--- src/rtl/saf_ctrl_pkg.sv ---
// rtl/saf_ctrl_pkg.sv - shared types and constants for the sliding-average filter sequencer
package saf_ctrl_pkg;

  typedef enum logic [1:0] {
    IDLE  = 2'd0,
    FLUSH = 2'd1,
    FILL  = 2'd2,
    RUN   = 2'd3
  } state_t;

  localparam int         FLUSH_CYCLES_DEF = 2;
  localparam logic [7:0] MIN_INTERVAL     = 8'd1;

  // Bits needed to hold 0..max_val, never less than one.
  function automatic int cnt_w(input int max_val);
    return (max_val < 1) ? 1 : $clog2(max_val + 1);
  endfunction

endpackage

--- src/rtl/saf_out_hold.sv ---
// rtl/saf_out_hold.sv - single-entry valid/ready holding register with overrun detection
module saf_out_hold #(
  parameter int DATA_WIDTH = 16
) (
  input  logic                  clk,
  input  logic                  rst_n,
  input  logic                  clr,
  input  logic                  load,
  input  logic [DATA_WIDTH-1:0] load_data,
  input  logic                  m_ready,
  output logic                  m_valid,
  output logic [DATA_WIDTH-1:0] m_data,
  output logic                  overrun
);

  // A load that coincides with a handshake replaces the consumed entry cleanly.
  assign overrun = load && m_valid && !m_ready;

  always_ff @(posedge clk or negedge rst_n) begin
    if (!rst_n) begin
      m_valid <= 1'b0;
      m_data  <= '0;
    end else if (clr) begin
      m_valid <= 1'b0;
      m_data  <= '0;
    end else if (load) begin
      m_valid <= 1'b1;
      m_data  <= load_data;
    end else if (m_valid && m_ready) begin
      m_valid <= 1'b0;
    end
  end

endmodule

--- src/rtl/saf_ctrl.sv ---
// rtl/saf_ctrl.sv - sequencer for one sliding-average filter: configure, flush, fill, forward
module saf_ctrl
  import saf_ctrl_pkg::*;
#(
  parameter int WINDOW_WIDTH   = 10,
  parameter int DATA_WIDTH     = 16,
  parameter int FLUSH_CYCLES   = FLUSH_CYCLES_DEF,
  parameter int SKIP_VALIDS    = 1,
  parameter int TIMEOUT_CYCLES = 2**20
) (
  input  logic                  clk,
  input  logic                  rst_n,
  input  logic                  start,
  input  logic                  stop,
  input  logic [7:0]            cfg_interval,
  input  logic                  cfg_wr,
  output logic                  flt_rst,
  output logic [7:0]            flt_interval,
  input  logic                  flt_valid,
  input  logic [DATA_WIDTH-1:0] flt_data,
  output logic                  m_valid,
  input  logic                  m_ready,
  output logic [DATA_WIDTH-1:0] m_data,
  output logic                  busy,
  output logic                  settled,
  output logic                  err_timeout,
  output logic                  err_overrun,
  input  logic                  err_clr
);

  // Timeout counter is wide enough for a full window fill at the longest interval.
  localparam int FILL_SPAN = (1 << WINDOW_WIDTH) * 255;
  localparam int TO_SPAN   = (TIMEOUT_CYCLES > FILL_SPAN) ? TIMEOUT_CYCLES : FILL_SPAN;
  localparam int FL_W      = cnt_w(FLUSH_CYCLES);
  localparam int SK_W      = cnt_w(SKIP_VALIDS);
  localparam int TO_W      = cnt_w(TO_SPAN);

  localparam logic [FL_W-1:0] FL_LAST = FL_W'(FLUSH_CYCLES - 1);
  localparam logic [SK_W-1:0] SK_LAST = SK_W'(SKIP_VALIDS - 1);
  localparam logic [TO_W-1:0] TO_LAST = TO_W'(TIMEOUT_CYCLES - 1);

  state_t          state, state_nxt;
  logic [7:0]      shadow, shadow_nxt, cfg_san;
  logic [FL_W-1:0] flush_cnt;
  logic [SK_W-1:0] skip_cnt;
  logic [TO_W-1:0] to_cnt;
  logic            cfg_diff, skip_done, timeout_hit, to_evt;
  logic            enter_flush, to_idle, hold_clr, hold_load, overrun;

  always_comb begin
    cfg_san     = (cfg_interval == 8'd0) ? MIN_INTERVAL : cfg_interval;
    shadow_nxt  = cfg_wr ? cfg_san : shadow;
    cfg_diff    = cfg_wr && (cfg_san != flt_interval);
    skip_done   = (SKIP_VALIDS == 0) || (flt_valid && (skip_cnt == SK_LAST));
    timeout_hit = !flt_valid && (to_cnt == TO_LAST);
    to_evt      = 1'b0;
    state_nxt   = state;
    case (state)
      IDLE: begin
        if (start && !stop) state_nxt = FLUSH;
      end
      FLUSH: begin
        if (stop)                        state_nxt = IDLE;
        else if (flush_cnt == FL_LAST)   state_nxt = FILL;
      end
      FILL: begin
        if (stop)           state_nxt = IDLE;
        else if (cfg_diff)  state_nxt = FLUSH;
        else if (skip_done) state_nxt = RUN;
        else if (timeout_hit) begin
          state_nxt = IDLE;
          to_evt    = 1'b1;
        end
      end
      RUN: begin
        if (stop)          state_nxt = IDLE;
        else if (cfg_diff) state_nxt = FLUSH;
      end
      default: state_nxt = IDLE;
    endcase
    enter_flush = (state_nxt == FLUSH) && (state != FLUSH);
    to_idle     = (state_nxt == IDLE) && (state != IDLE);
    hold_clr    = enter_flush || to_idle;
    hold_load   = (state == RUN) && (state_nxt == RUN) && flt_valid;
  end

  always_ff @(posedge clk or negedge rst_n) begin
    if (!rst_n) begin
      state        <= IDLE;
      shadow       <= MIN_INTERVAL;
      flt_interval <= MIN_INTERVAL;
      flush_cnt    <= '0;
      skip_cnt     <= '0;
      to_cnt       <= '0;
      err_timeout  <= 1'b0;
      err_overrun  <= 1'b0;
    end else begin
      state  <= state_nxt;
      shadow <= shadow_nxt;
      if (enter_flush) begin
        flt_interval <= shadow_nxt;
        flush_cnt    <= '0;
        skip_cnt     <= '0;
        to_cnt       <= '0;
      end else begin
        if (state == FLUSH) flush_cnt <= flush_cnt + 1'b1;
        if (state == FILL && flt_valid) skip_cnt <= skip_cnt + 1'b1;
        if (state == FILL) begin
          if (flt_valid)         to_cnt <= '0;
          else if (to_cnt != '1) to_cnt <= to_cnt + 1'b1;
        end
      end
      if (to_evt)       err_timeout <= 1'b1;
      else if (err_clr) err_timeout <= 1'b0;
      if (overrun)      err_overrun <= 1'b1;
      else if (err_clr) err_overrun <= 1'b0;
    end
  end

  assign flt_rst = (state == IDLE) || (state == FLUSH);
  assign busy    = (state != IDLE);
  assign settled = (state == RUN);

  saf_out_hold #(
    .DATA_WIDTH(DATA_WIDTH)
  ) u_hold (
    .clk       (clk),
    .rst_n     (rst_n),
    .clr       (hold_clr),
    .load      (hold_load),
    .load_data (flt_data),
    .m_ready   (m_ready),
    .m_valid   (m_valid),
    .m_data    (m_data),
    .overrun   (overrun)
  );

endmodule

--- config.mk ---
export PLATFORM = sky130hd
export DESIGN_NAME = saf_ctrl
export DESIGN_NICKNAME = d
export VERILOG_FILES = /design/src/rtl/saf_ctrl_pkg.sv /design/src/rtl/saf_out_hold.sv /design/src/rtl/saf_ctrl.sv
export SDC_FILE = /design/constraint.sdc
export NUM_CORES = 1
export LEC_CHECK = 0
export ABC_CLOCK_PERIOD_IN_PS = 2700
export CAP_MARGIN = 20
export CORE_MARGIN = 2
export CORE_UTILIZATION = 40
export CTS_CLUSTER_DIAMETER = 150
export DETAILED_ROUTE_END_ITERATION = 10
export GPL_TIMING_DRIVEN = 0
export SKIP_LAST_GASP = 1
export SLEW_MARGIN = 20
export SYNTH_ARGS = -nofsm -noshare
export SYNTH_HDL_FRONTEND = slang
export SYNTH_SLANG_ARGS = --single-unit
--- constraint.sdc ---
create_clock -name clk -period 2.7 [get_ports clk]
set_input_delay 0.675 -clock clk [delete_from_list [all_inputs] [get_ports clk]]
set_output_delay 0.675 -clock clk [all_outputs]
set_load 0.02 [all_outputs]
==> impl_metrics.env, run 1 <==
export IMPL_post_place_ws_ns=-0.839
export IMPL_cp_max_fo=10
export IMPL_grt_pass1_vias=2301
export IMPL_fin_skew_ns=0.00676
export IMPL_synth_area_leaders="dfrtp_1 48%, mux2_2 5.5%, a22o_2 4.9%, xnor2_1 3.7%, nor2_1 3.2%"
export IMPL_crit_family="simple AND/OR/NAND/NOR gates"
export IMPL_period_share=0.972
export IMPL_hold_viol=0
export IMPL_synth_edff_count=0
export IMPL_antenna_found_initial=0
export IMPL_yosys_area_top_type_share=0.483
export IMPL_worstMarginPinSlew_ns=0.596
export IMPL_ys_ff_latch=61
export IMPL_max_slew_margin=0.599
export IMPL_path_cells="dlygate4sd2_1 > or4_4 > nor3_4 > o41ai_4 > buf_4 > a31oi_4 > inv_2 > a21bo_4 > buf_6 > a22o_2"
export IMPL_report_final_slew_viol_count=0
export IMPL_min_path_type="in -> async"
export IMPL_start_kind="primary input"
export IMPL_vias=2354
export IMPL_worst_path_buf_inv=4
export IMPL_grt_overflow_total=0
export IMPL_drt_iter0_markers=114
export IMPL_insertion_delay_ns=0.34
export IMPL_htreeDepth=3
export IMPL_gp_congestion=0.756
export IMPL_ys_flop_type="dfrtp_1"
export IMPL_start_util=0.417
export IMPL_synthesis_area_sq_um=3060
export IMPL_wirelength_um=6820
export IMPL_core_area_sq_um=7330
export IMPL_syn_nets=312
export IMPL_rows=31
export IMPL_final_cell_mix="59 x dfrtp_1, 50 x clkdlybuf4s50_1, 26 x nor2_1"
export IMPL_worstPathRequired_ns=2.93
export IMPL_area_delta_synth_final_pct=37.2
export IMPL_place_hpwl_um=4730
export IMPL_fp_dieArea_sq_um=8360
export IMPL_avgViaCountPerCell=5.06
export IMPL_portBuffers=58
export IMPL_finalCriticalPeriod_ns=2.62
export IMPL_fin_ws_ns=0.0762
export IMPL_ant_nets=0
export IMPL_wl_per_cell_um=14.7
export IMPL_synthArstFlopShare=1.00
export IMPL_status="completed"
export IMPL_crit_type="in -> reg"
export IMPL_hold_buffers=0
export IMPL_fmax_ghz=0.381
export IMPL_first_pass_iters=4
export IMPL_p_leak_nw=1.80
export IMPL_antenna_cells=0
export IMPL_ir_drop_v=0.000505
export IMPL_die_y_um=91.5
export IMPL_clockRootBuffer="clkbuf_8"
export IMPL_utilization=0.572
export IMPL_worstPathArrival_ns=2.85
export IMPL_synth_area_leader_cell="dfrtp_1"
export IMPL_synthCells=278
export IMPL_grt_pass1_wl_um=11500
export IMPL_cp_depth=10
export IMPL_pin_count=62
export IMPL_track_usage=0.174
export IMPL_ys_warn_count=0
export IMPL_clkTransAtPathRegs_ns=0.07
export IMPL_report_final_setup_viol=0
export IMPL_endpoint_kind="flop"
export IMPL_die_w_um=91.5
export IMPL_cts_buffers_inserted=9
export IMPL_cts_tree="built"
export IMPL_ys_types=55
export IMPL_cap_violations=0
export IMPL_avgSynthCellArea_sq_um=11.0
export IMPL_grt_max_degree=32
export IMPL_drive_gt1_frac=0.243
export IMPL_critPathSlowestCell="or4_4"
export IMPL_drc_errors=0
export IMPL_cts_max_path_buffers=2
export IMPL_reg2reg_depth=8
export IMPL_seq_area_frac_synth=0.500
export IMPL_layout_commonest_cell="dfrtp_1"
export IMPL_cts_sinks=61
export IMPL_n_fill_cell=641
export IMPL_layout_nets=395
export IMPL_cp_slowest_stage_delay_ns=0.56
export IMPL_power_density_nw_per_um2=695
per-layer routing:
layer	wire length (um)	part of all wire	up-vias	global-route usage
met2	2970	0.44	51	0.252
met1	3430	0.50	1123	0.251
met5	0	0	-	0
li1	-	-	1170	-
met3	297	0.044	10	0.0357
met4	121	0.018	0	0.0720
worst paths after layout:
kind,endpoint,from,slack (ns)
min,u_hold.m_data[1]$_DFFE_PN0P_,rst_n,0.26
min in group clk,shadow[2]$_DFF_PN0_,shadow[2]$_DFF_PN0_,0.49
max,u_hold.m_data[12]$_DFFE_PN0P_,cfg_interval[6],0.08
min reg2reg,shadow[2]$_DFF_PN0_,shadow[2]$_DFF_PN0_,0.49
max reg2reg,to_cnt[14]$_DFFE_PN0P_,to_cnt[0]$_DFFE_PN0P_,0.33
max in group asynchronous,flt_interval[0]$_DFFE_PN1N_,rst_n,1.87
kinds of logic after synthesis:
logic type | synth area share
AOI/OAI and AO/OA | 0.157
xor gates and xnor gates | 0.0573
adders and majority gates | 0.00818
buffers and inverters | 0.0393
DFF | 0.500
muxes | 0.0552
and+or+nand+nor | 0.184
repair_timing:
action,in CTS,in global routing
gates resized for setup,9,13
cloned,0,1
pin swaps,7,8
buffers inserted,5,7
setup endpoints to repair,50,40
state kept, by name, indices dropped and copies added, names as in the netlist, 2 cells and up:
register / cells
u_hold.m_data: 16
flt_interval: 8
to_cnt: 21
flush_cnt: 2
shadow: 8
state: 2
cells in the mapped netlist (all sizes together) (3+ instances only):
master / count
a21o: 3
or4: 4
nor3: 7
mux2: 15
nor3b: 3
nand2: 21
and3: 3
xnor2: 13
nand4: 10
clkbuf: 6
nand2b: 4
nor2b: 5
xor2: 7
and4: 3
a22o: 17
inv: 9
o21ai: 6
nand3: 6
or3: 5
a31oi: 4
buf: 4
a21oi: 12
nor2: 27
dfrtp: 59
where the power goes:
| part | internal (W) | total, W | leakage, nW | switching, W |
|---|---|---|---|---|
| clock | 0.000570 | 0.000938 | 0.108 | 0.000369 |
| sequential | 0.00105 | 0.00117 | 0.802 | 0.000121 |
| combinational | 0.000432 | 0.000812 | 0.895 | 0.000379 |
| total | 0.00205 | 0.00292 | 1.80 | 0.000869 |
through the flow:
| step | total power [W] | instance area (sq um) | instances | TNS, ns | hold WS (ns) |
|---|---|---|---|---|---|
| after global routing | 0.00307 | 4200 | 465 | -0.00539 | 0.281 |
| after global placement | 0.00192 | 3760 | 435 | -97.39 | 0.474 |
| after floorplan | 0.00163 | 3060 | 278 | 0 | 0.379 |
| after detailed placement | 0.00194 | 3780 | 436 | -33.62 | 0.481 |
| final | 0.00292 | 4200 | 465 | 0 | 0.262 |
| after CTS | 0.00292 | 4090 | 457 | 0 | 0.267 |
area by class of cell:
type	count	area, sq um	share of cell area
sequential	61	1530	0.364
multi-input combinational	197	1440	0.344
timing repair buffer	72	739	0.176
clock buffer	11	151	0.0361
tap	99	124	0.0295
buffer	11	92.6	0.0221
clock inverter	5	82.6	0.0197
inverter	9	33.8	0.00805
Power figures use the tool's default switching activity.
==> run 2: changes to the inputs <==
ABC_CLOCK_PERIOD_IN_PS = not set   (was 2700)
SETUP_SLACK_MARGIN = 0.15   (was not set)
SLEW_MARGIN = 40   (was 20)
==> impl_metrics.env, run 2 (same netlist as run 1, synthesis figures left out) <==
export IMPL_status="completed"
export IMPL_path_cells="clkbuf_2 > or2_2 > clkdlybuf4s50_1"
export IMPL_top_register="to_cnt"
export IMPL_final_cell_mix="59 x dfrtp_1, 50 x clkdlybuf4s50_1, 26 x nor2_1"
export IMPL_cts_buffers_inserted=9
export IMPL_timing_rr_start="to_cnt[0]$_DFFE_PN0P_"
export IMPL_fin_skew_ns=0.00837
export IMPL_timing_rr_end="to_cnt[14]$_DFFE_PN0P_"
export IMPL_die_w_um=91.5
export IMPL_worstPathArrival_ns=1.79
export IMPL_cap_violations=0
export IMPL_start_kind="flop"
export IMPL_drive_gt1_frac=0.239
export IMPL_portBuffers=58
export IMPL_worstMarginPinSlew_ns=0.626
export IMPL_intPower_w=0.00186
export IMPL_crit_family="buffers and inverters"
export IMPL_cp_depth=3
export IMPL_cts_sinks=61
export IMPL_clockRootBuffer="clkbuf_8"
export IMPL_worstSetupStartpoint="state[0]$_DFF_PN0_"
export IMPL_critPathSlowestCell="clkdlybuf4s50_1"
export IMPL_worstPathRequired_ns=2.03
export IMPL_fp_dieArea_sq_um=8360
export IMPL_core_area_sq_um=7330
export IMPL_hold_slack_ns=0.211
export IMPL_hold_viol=0
export IMPL_cp_max_fo=10
export IMPL_htreeDepth=3
export IMPL_wl_per_cell_um=14.4
export IMPL_grt_pass1_wl_um=11400
export IMPL_area_delta_synth_final_pct=32.9
export IMPL_fin_ws_ns=0.236
export IMPL_power_w=0.00272
export IMPL_ant_nets=0
export IMPL_reg_top3="to_cnt x21, u_hold.m_data x16"
export IMPL_n_fill_cell=639
export IMPL_endpoint="busy"
export IMPL_place_hpwl_um=4680
export IMPL_ir_drop_v=0.000329
export IMPL_sw_frac_of_total=0.315
export IMPL_cp_slowest_stage_delay_ns=0.55
export IMPL_rows=31
export IMPL_finalCriticalPeriod_ns=2.46
export IMPL_cts_tree="built"
export IMPL_final_cell_count_no_fill=459
export IMPL_p_comb_frac=0.283
export IMPL_start_util=0.417
export IMPL_vias=2349
export IMPL_rsz0062_at_grt="false"
export IMPL_avgViaCountPerCell=5.12
export IMPL_met2_usage=0.263
export IMPL_cts_max_path_buffers=2
export IMPL_die_y_um=91.5
export IMPL_gr_max_usage_layer="met2"
export IMPL_p_clk_frac=0.288
export IMPL_seqPwrFrac=0.429
export IMPL_p_switching_w=0.000855
export IMPL_power_density_nw_per_um2=669
export IMPL_p_leak_nw=1.73
export IMPL_pin_count=62
export IMPL_grt_max_degree=41
export IMPL_worst_path_buf_inv=2
export IMPL_layout_nets=389
export IMPL_max_slew_margin=0.579
export IMPL_first_pass_iters=4
export IMPL_antenna_cells=0
export IMPL_reg2reg_slack_ns=0.33
export IMPL_layout_commonest_cell="dfrtp_1"
export IMPL_report_final_setup_viol=0
export IMPL_endpoint_kind="primary output"
export IMPL_min_path_type="in -> async"
export IMPL_gr_usage_met3=0.0415
export IMPL_period_share=0.913
export IMPL_reg2reg_depth=8
export IMPL_gp_congestion=0.768
export IMPL_grt_overflow_total=0
export IMPL_largest_register_ffs=21
export IMPL_clkTransAtPathRegs_ns=0.07
export IMPL_fmax_ghz=0.406
export IMPL_setup_tns_ns=0
export IMPL_track_usage=0.171
export IMPL_drc_errors=0
export IMPL_post_place_ws_ns=-0.645
export IMPL_insertion_delay_ns=0.34
export IMPL_grtUsageMet1=0.235
export IMPL_wirelength_um=6610
export IMPL_crit_type="reg -> out"
export IMPL_grt_pass1_vias=2350
export IMPL_drt_iter0_markers=83
export IMPL_dp_cells=436
export IMPL_report_final_slew_viol_count=0
export IMPL_antenna_found_initial=0
## run 2: changes by cell type in the layout (fill, tap and decap cells not counted)
cell / change
a211oi_2: -1
clkbuf_1: -1
clkinvlp_4: -2
buf_4: -4
buf_12: -1
clkbuf_2: +4
clkinv_4: +1
a211oi_1: +1
dlygate4sd2_1: +1
dlymetal6s2s_1: -4
clkbuf_8: -2
clkinv_2: +4
clkbuf_4: -1
bufinv_16: -1
## run 2: power groups by stage
stage | Combinational, W | Clock, W | Sequential, W
3_3_place_gp | 0.000751 | 0 | 0.00118
5_1_grt | 0.000838 | 0.000868 | 0.00119
4_1_cts | 0.000780 | 0.000814 | 0.00117
6_report | 0.000769 | 0.000783 | 0.00117
2_1_floorplan | 0.000405 | 0 | 0.00123
3_5_place_dp | 0.000763 | 0 | 0.00118
## run 2: worst min path at each step
stage	cells after the start	end	slack, ns	from
global placement	1	shadow[3]$_DFF_PN0_	0.47	shadow[3]$_DFF_PN0_
finish	1	shadow[6]$_DFF_PN0_	0.21	rst_n
CTS	1	shadow[6]$_DFF_PN0_	0.21	rst_n
floorplan	0	err_overrun$_DFFE_PN0P_	0.38	rst_n
detailed placement	1	shadow[3]$_DFF_PN0_	0.48	shadow[3]$_DFF_PN0_
global route	1	flt_interval[6]$_DFFE_PN0N_	0.22	rst_n
## run 2: worst reg2reg max path, delay by kind of cell (launching register included)
| family | cells | cell delay (ns) |
|---|---|---|
| compound gates | 2 | 0.31 |
| fa+ha+maj | 1 | 0.24 |
| buf+inv | 1 | 0.33 |
| flops | 1 | 0.42 |
| simple gates | 4 | 1.00 |
## run 2: per-layer routing
metal	routed length (um)	vias up
met5	0	-
met4	113	0
met3	281	11
met2	3000	52
met1	3220	1130
li1	-	1156
## run 2: area by class of cell
cell class	instances	area [sq um]	share of cell area
multi-input combinational	197	1440	0.354
timing repair buffer	66	652	0.160
buffer	11	97.6	0.0240
tap	99	124	0.0305
clock buffer	9	124	0.0305
inverter	9	33.8	0.00831
sequential	61	1530	0.376
clock inverter	7	66.3	0.0163
## run 2: stage by stage
step / cell area, sq um / utilization
5_1_grt: 4070 / 0.555
3_5_place_dp: 3800 / 0.518
4_1_cts: 4080 / 0.556
3_3_place_gp: 3780 / 0.516
2_1_floorplan: 3080 / -
6_report: 4070 / 0.555
## run 2: repair_timing
action / CTS / global route
setup buffers: 6 / 0
endpoints found under the setup margin: 52 / 34
pin swaps: 8 / 5
hold buffers: 0 / 0
gates cloned: 1 / 0
resized for setup: 16 / 7
